===== src/rtl/canvas_pkg.sv =====
// Shared types and helpers for the canvas drawing engines.
// Coordinates are 10-bit unsigned throughout.
package canvas_pkg;

   localparam int unsigned COORD_W = 10;

   typedef logic [COORD_W-1:0] coord_t;

   typedef enum logic [1:0] {
      IDLE,
      FILL,
      DONE
   } rect_state_t;

   function automatic coord_t coord_min(input coord_t a, input coord_t b);
      return (a < b) ? a : b;
   endfunction

   function automatic coord_t coord_max(input coord_t a, input coord_t b);
      return (a < b) ? b : a;
   endfunction

endpackage


===== src/rtl/canvas_rect_clip.sv =====
// Normalises a rectangle's corners and clips it to the canvas.
// Purely combinational; empty flags a rectangle lying wholly off-canvas.
module canvas_rect_clip
   import canvas_pkg::*;
#(
   parameter int unsigned width  = 100,
   parameter int unsigned height = 100
) (
   input  logic [COORD_W-1:0] x0,
   input  logic [COORD_W-1:0] y0,
   input  logic [COORD_W-1:0] x1,
   input  logic [COORD_W-1:0] y1,
   output logic [COORD_W-1:0] xlo,
   output logic [COORD_W-1:0] xhi,
   output logic [COORD_W-1:0] ylo,
   output logic [COORD_W-1:0] yhi,
   output logic               empty
);

   localparam coord_t XMax = coord_t'(width - 1);
   localparam coord_t YMax = coord_t'(height - 1);

   always_comb begin
      xlo   = coord_min(x0, x1);
      ylo   = coord_min(y0, y1);
      xhi   = coord_min(coord_max(x0, x1), XMax);
      yhi   = coord_min(coord_max(y0, y1), YMax);
      // Comparing against the max index avoids forming width/height in 10 bits.
      empty = (xlo > XMax) || (ylo > YMax);
   end

endmodule


===== src/rtl/canvas_rect_writer.sv =====
// Rectangle-fill engine: accepts one command, clips it, then streams one
// pixel write per clock in raster order to the canvas controller.
module canvas_rect_writer
   import canvas_pkg::*;
#(
   parameter int unsigned color_palette_bit = 2,
   parameter int unsigned width             = 100,
   parameter int unsigned height            = 100
) (
   input  logic                         clk,
   input  logic                         rst_n,
   input  logic                         cmd_valid,
   output logic                         cmd_ready,
   input  logic [COORD_W-1:0]           cmd_x0,
   input  logic [COORD_W-1:0]           cmd_y0,
   input  logic [COORD_W-1:0]           cmd_x1,
   input  logic [COORD_W-1:0]           cmd_y1,
   input  logic [color_palette_bit-1:0] cmd_color,
   output logic [COORD_W-1:0]           writeX,
   output logic [COORD_W-1:0]           writeY,
   output logic                         write_enable,
   output logic [color_palette_bit-1:0] write_color,
   output logic                         busy,
   output logic                         done
);

   rect_state_t state_q;
   coord_t      xlo_q;
   coord_t      xhi_q;
   coord_t      yhi_q;

   coord_t clip_xlo;
   coord_t clip_xhi;
   coord_t clip_ylo;
   coord_t clip_yhi;
   logic   clip_empty;

   canvas_rect_clip #(
      .width  (width),
      .height (height)
   ) u_clip (
      .x0    (cmd_x0),
      .y0    (cmd_y0),
      .x1    (cmd_x1),
      .y1    (cmd_y1),
      .xlo   (clip_xlo),
      .xhi   (clip_xhi),
      .ylo   (clip_ylo),
      .yhi   (clip_yhi),
      .empty (clip_empty)
   );

   assign cmd_ready = (state_q == IDLE);

   // writeX/writeY double as the raster cursor.
   always_ff @(posedge clk or negedge rst_n) begin
      if (!rst_n) begin
         state_q      <= IDLE;
         xlo_q        <= '0;
         xhi_q        <= '0;
         yhi_q        <= '0;
         writeX       <= '0;
         writeY       <= '0;
         write_enable <= 1'b0;
         write_color  <= '0;
         busy         <= 1'b0;
         done         <= 1'b0;
      end else begin
         case (state_q)
            IDLE: begin
               if (cmd_valid) begin
                  xlo_q       <= clip_xlo;
                  xhi_q       <= clip_xhi;
                  yhi_q       <= clip_yhi;
                  write_color <= cmd_color;
                  busy        <= 1'b1;
                  if (clip_empty) begin
                     state_q <= DONE;
                     done    <= 1'b1;
                  end else begin
                     state_q      <= FILL;
                     writeX       <= clip_xlo;
                     writeY       <= clip_ylo;
                     write_enable <= 1'b1;
                  end
               end
            end
            FILL: begin
               if (writeX == xhi_q) begin
                  if (writeY == yhi_q) begin
                     state_q      <= DONE;
                     write_enable <= 1'b0;
                     done         <= 1'b1;
                  end else begin
                     writeX <= xlo_q;
                     writeY <= writeY + 10'd1;
                  end
               end else begin
                  writeX <= writeX + 10'd1;
               end
            end
            DONE: begin
               state_q <= IDLE;
               done    <= 1'b0;
               busy    <= 1'b0;
            end
            default: begin
               state_q      <= IDLE;
               write_enable <= 1'b0;
               done         <= 1'b0;
               busy         <= 1'b0;
            end
         endcase
      end
   end

endmodule


===== config.mk =====
export PLATFORM = sky130hd
export DESIGN_NAME = canvas_rect_writer
export DESIGN_NICKNAME = d
export VERILOG_FILES = /design/src/rtl/canvas_pkg.sv /design/src/rtl/canvas_rect_clip.sv /design/src/rtl/canvas_rect_writer.sv
export SDC_FILE = /design/constraint.sdc
export NUM_CORES = 1
export LEC_CHECK = 0
export ABC_AREA = 0
export CAP_MARGIN = 20
export CORE_AREA = 2 2 89 91
export DETAILED_ROUTE_END_ITERATION = 8
export DIE_AREA = 0 0 91 93
export GPL_TIMING_DRIVEN = 0
export PLACE_DENSITY = 0.83
export SYNTH_ARGS = -nofsm -noshare
export SYNTH_HDL_FRONTEND = slang
export SYNTH_HIERARCHICAL = 1
export SYNTH_SLANG_ARGS = --single-unit
export TNS_END_PERCENT = 30

===== constraint.sdc =====
create_clock -name clk -period 3.95 [get_ports clk]
set_input_delay 0.79 -clock clk [delete_from_list [all_inputs] [get_ports clk]]
set_output_delay 0.79 -clock clk [all_outputs]
set_load 0.02 [all_outputs]

======== Word level (Yosys, flattened, before mapping) ========
Cells that the tools add are included.
word-level totals
  flip-flop bits (word level) ............. 57
  output and inout bits ................... 26
  input port bits ......................... 45
  word-level logic and storage cells ...... 74
cells by class
  eq/ne operators ......................... 11
  add/subtract/negate cells ............... 2
  multiplexer cells ....................... 33
  reduce and logical (&&, ||, !) cells .... 10
  magnitude comparators ................... 6
  bitwise gates (word level) .............. 2
operators by type and width
  operator                                                        count
  two-way mux 10 bit                                              14
  case mux 10 bit (2 select lines)                                2
  adder 10 x 1 -> 10 bit, second input constant                   2
  equality test 10 bit                                            2
  greater-than comparator 10 x 7 -> 1 bit, second input constant  2
  less-than comparator 10 bit                                     2
  less-than comparator 10 x 7 -> 1 bit, second input constant     2
  != test 2 bit, second input constant                            5
  AND reduction 5 bit                                             2
  two-way mux 1 bit                                               9
  two-way mux 2 bit                                               4
  AND reduction 4 bit                                             2
  case mux 1 bit (2 select lines)                                 2
  case mux 2 bit (2 select lines)                                 1
  AND reduction 2 bit                                             2
  != test 3 bit, second input constant                            1
  case mux 1 bit (3 select lines)                                 1
  AND reduction 3 bit                                             1
  equality test 2 x 1 -> 1 bit, second input constant             1
  equality test 2 bit, second input constant                      1
  logical NOT 2 bit                                               1
  != test 2 x 1 -> 1 bit, second input constant                   1
  inverter 1 bit                                                  2
  nonzero test 2 bit                                              1
  logical OR 1 bit                                                1

======== Longest topological paths before layout ========
  word-level depth ........................ 7
  mapped depth ............................ 17
  mapped depth without buffers ............ 13

======== Hierarchy ========
Netlist, hierarchy kept.
modules (own cells, without submodules)
  module              cells each  instances  sequential area each (um^2)  area an instance (um^2)
  canvas_rect_writer  264         1          1,426.4                      2,982.9
  canvas_rect_clip    171         1          0.0                          1,188.6

======== Worst setup path before layout ========
OpenSTA, ideal clock, no wires.
  path kind ............................... input to register
  start ................................... input port cmd_x1[4]
  end ..................................... register writeX[0]
  library setup time ...................... 0.119 ns
  stages on the path ...................... 14
  setup slack ............................. 0.321 ns
  path buffers ............................ 1
  arrival time ............................ 3.510 ns
  data required time ...................... 3.831 ns
  cells stage by stage .................... inv_1 > ha_1 > a21oi_1 > nand2_1 > a31oi_2 > nand2_4 > mux2_4 > nor4_2 > nand3_1 > or3_1 > clkbuf_1 > a311oi_1 > a21oi_1 > o21a_1
between the ends
  cells in the longest elaborated chain, start to end .. 6
  elaborated cells between the ends (all ways) .. 9
  classes of those cells .................. 2 x order compare; 1 x eq/ne; 4 x mux; 2 x reduce/logical
ends and longest elaborated chain
  what                                     line                      source
  start: declaration                       canvas_rect_writer.sv:16  input logic [COORD_W-1:0] cmd_x1,
  less-than comparator 10 bit              canvas_pkg.sv:16          return (a < b) ? a : b;
  two-way mux 10 bit                       canvas_pkg.sv:16
  net clip_xlo[7]                          canvas_rect_writer.sv:32  coord_t clip_xlo;
  greater-than comparator 10 x 7 -> 1 bit  canvas_rect_clip.sv:29    empty = (xlo > XMax) || (ylo > YMax);
  logical OR 1 bit                         canvas_rect_clip.sv:29
  net clip_empty                           canvas_rect_writer.sv:36  logic clip_empty;
  != test 2 bit (no source line)           n/a
  AND reduction 4 bit (no source line)     n/a
  end signal: assignment                   canvas_rect_writer.sv:82  writeX <= clip_xlo;
  end signal: assignment                   canvas_rect_writer.sv:95  writeX <= xlo_q;
  end signal: assignment                   canvas_rect_writer.sv:99  writeX <= writeX + 10'd1;
  end: declaration                         canvas_rect_writer.sv:19  output logic [COORD_W-1:0] writeX,
The timed path passes the listed nets, and every way through them passes these cells. The select of a mux whose other input is x is not followed.
A chain may end at the register's enable or synchronous reset.

======== Worst setup path in the final report ========
Same ends and word-level chain as after synthesis.

==> qor.json <==
{
  "layout-drive-gt1-share": {"value": 21.3, "unit": "%"},
  "ys_async_sr_fraction": {"value": 100, "unit": "%"},
  "dpl-instance-area": {"value": 5030, "unit": "um^2"},
  "sw_frac_of_total": {"value": 39.4, "unit": "%"},
  "layout.filler_cells": {"value": 583},
  "worstMarginPinSlew": {"value": 0.629, "unit": "ns"},
  "cp_slowest_stage_delay": {"value": 0.47, "unit": "ns"},
  "timing.final.hold_violations": {"value": 0},
  "timing.critical_path.slowest_stage_cell": {"value": "sky130_fd_sc_hd__clkdlybuf4s50_1"},
  "powerDensity": {"value": 492, "unit": "nW/um^2"},
  "worstPathCellList": {"value": "clkdlybuf4s50_1 > inv_1 > ha_1 > a21oi_1 > nand2_1 > a31oi_2 > nand2_4 > mux2_4 > nor4_4 > nand3_2 > or3_4 > a311oi_2 > a21oi_1 > o21a_1"},
  "sequential_share_of_power": {"value": 36.4, "unit": "%"},
  "antenna_cells": {"value": 0},
  "vias_per_cell": {"value": 5.84},
  "fmaxAchievable": {"value": 0.258, "unit": "GHz"},
  "finClkSkew": {"value": 0.00477, "unit": "ns"},
  "global_route_wire_length_before_repair": {"value": 17.6, "unit": "mm"},
  "syn_to_final_growth": {"value": 26.8, "unit": "%"},
  "cp_max_fo": {"value": 6},
  "vdd_ir_drop_max": {"value": 0.000444, "unit": "V"},
  "gp_congestion": {"value": 0.938},
  "wire_per_inst": {"value": 17.1, "unit": "um"},
  "min_path_type": {"value": "input pin to async pin"},
  "timing.critical_path.required": {"value": 4.18, "unit": "ns"},
  "slew-limit-headroom": {"value": 58.1, "unit": "%"},
  "pin_count_of_the_biggest_net_entering_global_routing": {"value": 42},
  "power.switching": {"value": 0.00103, "unit": "W"},
  "placement.io_buffers": {"value": 70},
  "globalRouteOverflowTotal": {"value": 0},
  "utilization": {"value": 70.3, "unit": "%"},
  "cts.root.buffer_cell": {"value": "sky130_fd_sc_hd__clkbuf_8"},
  "crit_start": {"value": "cmd_x1[4]"},
  "vias_after_detailed_routing": {"value": 3694},
  "grtUsageTotal": {"value": 26.4, "unit": "%"},
  "postSynth.topFlopCell": {"value": "sky130_fd_sc_hd__dfrtp_1"},
  "die_width": {"value": 91, "unit": "um"},
  "post_synth_top_area_cell": {"value": "sky130_fd_sc_hd__dfrtp_1"},
  "internal-power": {"value": 0.00158, "unit": "W"},
  "post-synth-top-count-cell": {"value": "sky130_fd_sc_hd__dfrtp_1"},
  "synth.top_cells.by_count": {"value": "sky130_fd_sc_hd__dfrtp_1 (57), sky130_fd_sc_hd__mux2_2 (51), sky130_fd_sc_hd__nand2_1 (38), sky130_fd_sc_hd__a21oi_1 (35), sky130_fd_sc_hd__o21ai_0 (22)"},
  "path_class": {"value": "input pin to register"},
  "detailed_router_s_first_iteration_violation_count": {"value": 151},
  "synth-edff-count": {"value": 0},
  "final_area": {"value": 5290, "unit": "um^2"},
  "netlist_instances": {"value": 435},
  "cp_top_family": {"value": "simple AND/OR/NAND/NOR gates"},
  "number_of_iterations_in_the_first_detailed_routing_pass": {"value": 4},
  "totalWireLength": {"value": 10.9, "unit": "mm"},
  "hold_buffers": {"value": 0},
  "synthTopCellsByArea": {"value": "sky130_fd_sc_hd__dfrtp_1 (34%), sky130_fd_sc_hd__mux2_2 (14%), sky130_fd_sc_hd__ha_1 (6.0%), sky130_fd_sc_hd__a21oi_1 (4.2%), sky130_fd_sc_hd__nand2_1 (3.4%)"},
  "timing.rr.start": {"value": "writeY[2]"},
  "antenna_found_initial": {"value": 0},
  "p_leak": {"value": 2.23, "unit": "nW"},
  "core_area": {"value": 7530, "unit": "um^2"},
  "buffer_depth_of_the_longest_clock_path": {"value": 2},
  "grt_pass1_vias": {"value": 3710},
  "critical_path.startpoint_type": {"value": "input pin"},
  "finish.net_count": {"value": 591},
  "avg_cell_area_syn": {"value": 9.59, "unit": "um^2"},
  "slew_viols_final": {"value": 0},
  "placementRows": {"value": 32},
  "numCtsBuffers": {"value": 9},
  "netlist-cell-type-count": {"value": 52},
  "flip_flop_and_latch_count_after_synthesis": {"value": 57},
  "post-route-period-util": {"value": 98.0, "unit": "%"},
  "io_pins": {"value": 71},
  "clock_pin_slew_reported_for_the_worst_setup_and_hold_paths_after_clock_tree_synthesis": {"value": 0.06, "unit": "ns"},
  "cp_common_cell": {"value": "sky130_fd_sc_hd__a21oi_1"},
  "synth_top_area_share": {"value": 34.2, "unit": "%"},
  "htree_num_levels": {"value": 3},
  "die_area": {"value": 8460, "unit": "um^2"},
  "final_antenna_net_count": {"value": 0},
  "maxCapViolations": {"value": 0},
  "run_status": {"value": "finished clean"},
  "floorplan.initialDensity": {"value": 55.4, "unit": "%"},
  "yosys_warnings": {"value": 6},
  "worstSkewPairLatency": {"value": 0.34, "unit": "ns"},
  "fraction_of_power_consumed_by_combinational_cells": {"value": 44.8, "unit": "%"},
  "post_synth_instance_area": {"value": 4170, "unit": "um^2"},
  "path_buf_inv": {"value": 2},
  "power.share.clock": {"value": 18.8, "unit": "%"},
  "min_period": {"value": 3.87, "unit": "ns"},
  "cts.sink_count": {"value": 57},
  "synth.yosys.seq_area_share": {"value": 34.2, "unit": "%"},
  "tritoncts": {"value": "yes"},
  "placed_cells": {"value": 613},
  "dp.final_hpwl": {"value": 8.18, "unit": "mm"},
  "route.detailed.drc": {"value": 0},
  "report.final.setup_viol": {"value": 0},
  "die_y": {"value": 93, "unit": "um"},
  "worstPathArrival": {"value": 4.10, "unit": "ns"},
  "layout.cells.non_filler": {"value": 633},
  "worst_setup_path_end_kind": {"value": "register"}
}
==> per-layer routing <==
layer / track usage (%) / up-vias / share of wire, %
li1: - / 1753 / -
met2: 46.1 / 136 / 50
met3: 7.33 / 21 / 6.1
met4: 8.96 / 0 / 2.4
met1: 31.5 / 1784 / 41
met5: 0 / - / 0
==> worst paths after layout <==
check | slack [ns] | end | depth (start not counted)
setup / recovery | 0.08 | writeX[0] | 14
hold / removal | 0.37 | yhi_q[4] | 1
setup reg to reg | 1.66 | writeX[2] | 7
hold reg to reg | 0.51 | write_color[1] | 1
max in group asynchronous | 3.03 | xhi_q[8] | 2
min in group clk | 0.51 | write_color[1] | 1
==> worst register-to-register path: stages, from the launching register on <==
cell                      delay, ns
sky130_fd_sc_hd__dfrtp_1       0.48
sky130_fd_sc_hd__xnor2_1       0.22
sky130_fd_sc_hd__nand4_1       0.17
sky130_fd_sc_hd__nor4_4        0.46
sky130_fd_sc_hd__a41o_1        0.24
sky130_fd_sc_hd__buf_4         0.19
sky130_fd_sc_hd__nand2_4       0.13
sky130_fd_sc_hd__mux2_2        0.29
==> stage by stage <==
step | TNS [ns] | total power (W) | setup slack (ns) | hold WS, ns
2_1_floorplan | 0 | 0.00165 | 0.321 | 0.480
3_3_place_gp | -10.14 | 0.00205 | -0.596 | 0.489
3_5_place_dp | -11.03 | 0.00210 | -0.632 | 0.496
4_1_cts | 0 | 0.00260 | 0.0319 | 0.369
5_1_grt | -0.0248 | 0.00275 | -0.0248 | 0.387
6_report | 0 | 0.00260 | 0.0792 | 0.372
==> flip-flops by register name, summed over array words and instances (netlist names) <==
register      flops
busy              1
done              1
state_q           2
writeX           10
writeY           10
write_color       2
write_enable      1
xhi_q            10
xlo_q            10
yhi_q            10
==> cell type report <==
class                           count  area [um^2]  share of cell area (%)
Buffer                             23          143                    2.70
Multi-Input combinational cell    338         2590                    49.0
Inverter                           21         78.8                    1.49
Tap cell                          102          128                    2.41
Clock inverter                      3         15.0                   0.284
Clock buffer                       13          159                    3.00
Timing Repair Buffer               76          751                    14.2
Sequential cell                    57         1430                    27.0
==> power groups by stage <==
stage	clock, W	sequential, W	combinational (W)
6_report	0.000490	0.000948	0.00117
3_3_place_gp	0	0.000943	0.00111
3_5_place_dp	0	0.000953	0.00114
5_1_grt	0.000533	0.000965	0.00126
4_1_cts	0.000503	0.000944	0.00116
2_1_floorplan	0	0.00102	0.000625
==> timing repair <==
item	4_1_cts	5_1_grt
resized for setup	3	9
buffers inserted	1	4
pin swaps	1	2
endpoints found under the setup margin	20	16
==> cells by family after synthesis <==
| group | count (synthesis) | share of synthesized area, % |
|---|---|---|
| multiplexers | 61 | 16.4 |
| AO/OA/AOI/OAI | 99 | 15.3 |
| AND/OR/NAND/NOR | 124 | 16.6 |
| other | 1 | 0.0899 |
| XOR/XNOR | 28 | 6.06 |
| adder cells (fa/ha/maj) | 20 | 6.00 |
| buffers and inverters | 45 | 5.34 |
| flip-flops | 57 | 34.2 |
==> cells in the final DEF (no fill, tap or decap), types with 20 or more instances in the layout <==
cell	Yosys	routed
sky130_fd_sc_hd__inv_1	21	21
sky130_fd_sc_hd__mux2_2	51	51
sky130_fd_sc_hd__a21oi_1	35	35
sky130_fd_sc_hd__clkdlybuf4s50_1	0	69
sky130_fd_sc_hd__ha_1	20	20
sky130_fd_sc_hd__dfrtp_1	57	57
sky130_fd_sc_hd__o21ai_0	22	20
sky130_fd_sc_hd__nand2_1	38	38
Power figures use the tool's default switching activity.
